File: src/rtl/fwd_operand_stage.sv
// ID/EX operand resolution with priority forwarding,
// load-use stall detection and a single-entry output slot.
module fwd_operand_stage #(
  parameter int DATA_WIDTH      = 32,
  parameter int REG_ADDR_WIDTH  = 5,
  parameter int NUM_OPS         = 2,
  parameter int NUM_FWD         = 2,
  parameter logic [DATA_WIDTH-1:0] PC_ADDR = 32'h8000_0000,
  parameter int STALL_CNT_WIDTH = 16
) (
  input  logic                              clk,
  input  logic                              rst_n,
  input  logic                              in_valid,
  output logic                              in_ready,
  input  logic [DATA_WIDTH-1:0]             in_pc,
  input  logic [NUM_OPS*REG_ADDR_WIDTH-1:0] in_rs_addr,
  input  logic [NUM_OPS*DATA_WIDTH-1:0]     in_rs_data,
  input  logic [NUM_OPS-1:0]                in_alt_sel,
  input  logic [NUM_OPS*DATA_WIDTH-1:0]     in_alt_data,
  input  logic [NUM_FWD-1:0]                fwd_we,
  input  logic [NUM_FWD*REG_ADDR_WIDTH-1:0] fwd_rd,
  input  logic [NUM_FWD*DATA_WIDTH-1:0]     fwd_data,
  input  logic [NUM_FWD-1:0]                fwd_is_load,
  input  logic                              flush,
  output logic                              out_valid,
  input  logic                              out_ready,
  output logic [NUM_OPS*DATA_WIDTH-1:0]     out_op,
  output logic [DATA_WIDTH-1:0]             out_pc,
  output logic [STALL_CNT_WIDTH-1:0]        stall_cnt
);

  localparam int DW  = DATA_WIDTH;
  localparam int RAW = REG_ADDR_WIDTH;
  localparam int SCW = STALL_CNT_WIDTH;

  logic [NUM_OPS*DW-1:0] op_res;
  logic [NUM_OPS-1:0]    hz;
  logic                  hazard;
  logic                  accept;

  logic                  out_valid_q, out_valid_d;
  logic [NUM_OPS*DW-1:0] out_op_q, out_op_d;
  logic [DW-1:0]         out_pc_q, out_pc_d;
  logic [SCW-1:0]        stall_q, stall_d;

  genvar k;
  for (k = 0; k < NUM_OPS; k++) begin : g_op
    logic [RAW-1:0] rs;
    logic [DW-1:0]  res;
    logic           hzk;
    logic           hit;

    assign rs = in_rs_addr[k*RAW +: RAW];

    // Resolve one operand; the youngest matching tap wins,
    // and a matching in-flight load blocks older taps.
    always_comb begin
      res = in_rs_data[k*DW +: DW];
      hzk = 1'b0;
      hit = 1'b0;
      if (in_alt_sel[k]) begin
        res = in_alt_data[k*DW +: DW];
      end else if (rs == '0) begin
        res = '0;
      end else begin
        for (int j = 0; j < NUM_FWD; j++) begin
          if (!hit && fwd_we[j] &&
              fwd_rd[j*RAW +: RAW] == rs) begin
            hit = 1'b1;
            if (fwd_is_load[j]) hzk = 1'b1;
            else res = fwd_data[j*DW +: DW];
          end
        end
      end
    end

    assign op_res[k*DW +: DW] = res;
    assign hz[k]              = hzk;
  end

  assign hazard   = in_valid && (|hz);
  assign in_ready = !flush && !hazard &&
                    (!out_valid_q || out_ready);
  assign accept   = in_valid && in_ready;

  // Slot occupancy: flush kills, accept refills,
  // a consume without refill empties.
  always_comb begin
    out_valid_d = out_valid_q;
    if (flush)                  out_valid_d = 1'b0;
    else if (accept)            out_valid_d = 1'b1;
    else if (out_ready)         out_valid_d = 1'b0;
  end

  // Payload only moves on accept to keep EX inputs quiet.
  always_comb begin
    out_op_d = out_op_q;
    out_pc_d = out_pc_q;
    if (accept) begin
      out_op_d = op_res;
      out_pc_d = in_pc;
    end
  end

  // Saturating count of load-use stall cycles.
  always_comb begin
    stall_d = stall_q;
    if (hazard && !flush && stall_q != '1)
      stall_d = stall_q + SCW'(1);
  end

  // State registers.
  always_ff @(posedge clk or negedge rst_n) begin
    if (!rst_n) begin
      out_valid_q <= 1'b0;
      out_op_q    <= '0;
      out_pc_q    <= PC_ADDR;
      stall_q     <= '0;
    end else begin
      out_valid_q <= out_valid_d;
      out_op_q    <= out_op_d;
      out_pc_q    <= out_pc_d;
      stall_q     <= stall_d;
    end
  end

  assign out_valid = out_valid_q;
  assign out_op    = out_op_q;
  assign out_pc    = out_pc_q;
  assign stall_cnt = stall_q;

endmodule

File: config.mk
export PLATFORM = sky130hd
export DESIGN_NAME = fwd_operand_stage
export DESIGN_NICKNAME = d
export VERILOG_FILES = /design/src/rtl/fwd_operand_stage.sv
export SDC_FILE = /design/constraint.sdc
export NUM_CORES = 1
export LEC_CHECK = 0
export ABC_AREA = 1
export ABC_CLOCK_PERIOD_IN_PS = 3200
export BUFFER_PORTS_ARGS = -buffer_cell sky130_fd_sc_hd__buf_2
export CAP_MARGIN = 5
export CELL_PAD_IN_SITES_DETAIL_PLACEMENT = 1
export CELL_PAD_IN_SITES_GLOBAL_PLACEMENT = 1
export CORE_ASPECT_RATIO = 0.5
export CORE_MARGIN = 2
export CORE_UTILIZATION = 35
export DETAILED_ROUTE_END_ITERATION = 7
export PLACE_DENSITY_LB_ADDON = 0.1
export SLEW_MARGIN = 5
export SYNTH_ARGS = -nofsm -noshare
export SYNTH_HDL_FRONTEND = slang
export SYNTH_SLANG_ARGS = --single-unit
File: constraint.sdc
create_clock -name clk -period 3.2 [get_ports clk]
set_input_delay 0.32 -clock clk [delete_from_list [all_inputs] [get_ports clk]]
set_output_delay 0.32 -clock clk [all_outputs]
set_load 0.05 [all_outputs]
==> impl_metrics.py <==
metrics = {
    "logic_synthesis": {
        "synthSimpleGateAreaFrac_pct": 33.43,
        "muxShareOfSynthArea_pct": 0,
        "async_flop_share_pct": 100.0,
        "synth_adder_area_share_pct": 0.1465,
        "yosysMostFrequentCell": "nand2_1",
        "syn-num-nets": 1607,
        "ys.flop_type": "dfrtp_1",
        "yosysSeqAreaShare_pct": 33.12,
        "syn_area_sq_um": 8541,
        "post-synth-top-area-cell": "dfrtp_1",
        "synth_edf_count": 0,
        "synth_compound_gate_area_share_pct": 19.57,
        "yosys-top-cells-area": "dfrtp_1 33%, nand2_1 23%, inv_1 7.1%",
        "synth_xor_area_share_pct": 1.538,
        "ys_warn_count": 0,
        "syn-mean-instance-area_sq_um": 6.322,
        "synth_top_family_by_area": "simple AND/OR/NAND/NOR gates",
        "synth_cell_types": 31,
        "yosysTopAreaCellShare_pct": 32.82,
        "ys_top_cells_by_count": "512 x nand2_1, 162 x inv_1, 112 x dfrtp_1, 83 x o21ai_0, 80 x nand3_1",
        "synth-seq-cells": 113,
        "synthCells": 1351,
    },
    "die": {
        "start_util_pct": 35.63,
        "dieArea_sq_um": 25740,
        "pin_count": 369,
        "coreArea_sq_um": 23970,
        "rows": 40,
        "die_h_um": 114.5,
        "die_width_um": 224.9,
    },
    "timing": {
        "fin_crit_sh_pct": 76.11,
        "slew_headroom_pct": 20.23,
        "skew_ns": 0.007132,
        "period_minus_slack_ns": 2.435,
        "worst_pin_slew_ns": 1.195,
        "finalSetupTns_ns": 0,
        "rsz0062_at_grt": "false",
        "final-max-slew-violation-count": 0,
        "fmax_mhz": 410.6,
        "hold_viol": 0,
        "setup_viol": 0,
    },
    "clock_network": {
        "htreeDepth": 4,
        "path_clk_slew_ns": 0.05,
        "clock-root-buffer": "clkbuf_16",
        "clk_path_buf_depth": 2,
        "cts.sinks": 113,
        "insertion_delay_ns": 0.43,
        "cts_made_buffers": 17,
        "cts_tree": "built",
        "cts_setup_buffers": 0,
    },
    "pwr": {
        "p_sw_share_pct": 40.72,
        "power_leakage_nw": 6.476,
        "power.internal_mw": 3.407,
        "power_density_nw_per_um2": 512.8,
        "peakVddDrop_mv": 0.3725,
        "power_switching_mw": 2.340,
        "finalPower_mw": 5.747,
        "power_frac_comb_pct": 35.5,
        "power_frac_seq_pct": 31.3,
        "clockPowerShare_pct": 33.2,
    },
    "hold_path": {
        "hold_path.class": "input pin to register",
        "min_from": "in_pc[5]",
        "hold_end": "out_pc[5]$_DFFE_PN0P_",
        "hold_path_depth": 3,
    },
    "worst_setup_path": {
        "critPathCaptureType": "output pin",
        "r2r_cells": 9,
        "cp.arrival_ns": 2.12,
        "worstSetupStartpointType": "input pin",
        "r2r-end": "stall_cnt[7]$_DFFE_PN0P_",
        "r2r_slack_ns": 1.07,
        "r2r-start": "stall_cnt[0]$_DFFE_PN0P_",
        "crit_required_ns": 2.88,
        "path_max_fanout": 6,
        "crit_type": "input pin to output pin",
    },
    "route": {
        "ant_nets": 0,
        "dr.pass1.iters": 4,
        "num_vias": 9945,
        "drt_iter0_markers": 564,
        "wl_um": 34970,
        "drcViolationCount": 0,
        "wl_per_cell_um": 17.36,
        "viasPerCell": 4.938,
    },
    "global_route": {
        "grt_pass1_vias": 10210,
        "grt_max_degree": 94,
        "grt_pass1_wl_um": 54310,
        "overflow": 0,
        "antenna_found_initial": 13,
        "grt_usage_pct": 27.37,
    },
    "cells_and_area": {
        "fin_nets": 1932,
        "drive_gt1_share_pct": 27.71,
        "fin_cells": 2014,
        "area_delta_synth_final_pct": 31.22,
    },
    "run": {
        "maxCapViolations": 0,
    },
    "run_status": {
        "status": "completed",
    },
    "place": {
        "dp_hpwl_um": 26750,
        "placedCellCount": 1971,
        "place.gp.congestion": 0.8573,
        "numPortBuffers": 368,
    },
}
==> registers in the layout, indices dropped and copies added (netlist names) <==
signal     cells
out_op        64
out_pc        32
stall_cnt     16
out_valid      1
==> cell usage in the layout (no fill, tap or decap), drive strengths merged <==
master / count
a21boi: 63
a21oi: 1
buf: 388
bufinv: 2
clkbuf: 23
clkinv: 5
clkinvlp: 1
dfrtp: 112
dfstp: 1
diode: 10
dlygate4sd3: 1
ha: 1
inv: 173
nand2: 512
nand3: 82
nand4: 5
nor2: 58
nor3: 6
nor4: 1
o21a: 62
o21ai: 144
o21bai: 1
or2: 32
xnor2: 9
xor2: 6
==> per-stage QoR <==
step                      hold WS (ns)  instance area [sq um]  util, %  worst slack [ns]
final                          0.08750                  11210    46.75            0.7646
after global routing           0.08733                  11200    46.71            0.5978
after CTS                      0.06905                  11180    46.64            0.7920
after detailed placement        0.4491                  10590    44.17            0.7547
after global placement          0.4478                  10590    44.17            0.8073
after floorplan                0.02441                   8541        -            0.7082
==> cell type report <==
class	instances	area, sq um
clock buffer	23	478.0
fill	3322	12770
tap	315	394.1
sequential	113	2829
clock inverter	9	105.1
multi-input combinational	983	4701
timing repair buffer	389	2029
inverter	172	645.6
antenna	10	25.02
==> power groups by stage <==
| stage | clock [mW] | sequential [mW] | combinational, mW |
|---|---|---|---|
| floorplan | 0 | 2.60 | 0.578 |
| global placement | 0 | 1.81 | 2.01 |
| detailed placement | 0 | 1.82 | 2.05 |
| CTS | 1.94 | 1.80 | 2.06 |
| global route | 2.02 | 1.83 | 2.20 |
| finish | 1.91 | 1.80 | 2.04 |
==> worst max-delay path by stage <==
stage	from	to	slack [ns]	depth (start not counted)
3_5_place_dp	fwd_is_load[1]	out_op[55]$_DFFE_PN0P_	0.75	8
2_1_floorplan	fwd_rd[2]	in_ready	0.71	9
4_1_cts	fwd_rd[2]	in_ready	0.79	11
5_1_grt	fwd_rd[2]	in_ready	0.60	11
6_report	fwd_rd[2]	in_ready	0.76	11
3_3_place_gp	fwd_rd[5]	out_op[30]$_DFFE_PN0P_	0.81	12
==> worst max-delay path: stages <==
cell	delay, ns
buf_2	0.10
inv_1	0.11
nor2_1	0.05
nor2_1	0.26
nand3_4	0.17
nor2_2	0.14
nor2_1	0.05
nand2_1	0.16
nand2_1	0.20
a21boi_0	0.23
buf_2	0.31
==> metal layers <==
metal,GRT usage (%),share of wire [%],vias to the layer above
met1,33.70,43,4793
met2,47.28,49,229
met5,0,0.031,-
met4,9.625,2.2,2
li1,-,-,4874
met3,6.390,5.5,47
==> what timing repair did <==
| item | in CTS | in global routing |
|---|---|---|
| endpoints found under the setup margin | 0 | 0 |
| hold buffers | 1 | 0 |
| hold endpoints to repair | 5 | 0 |
| gates resized for setup | 0 | 0 |
==> cell families (layout without fill, tap and decap cells) <==
kind of cell	Yosys count	in the layout
DFF	113	113
buffers and inverters	255	593
xor gates and xnor gates	15	15
adders and majority gates	1	1
and+or+nand+nor	696	696
other	0	10
AOI/OAI and AO/OA	271	271
No activity file was read; power rests on OpenSTA's default activity.
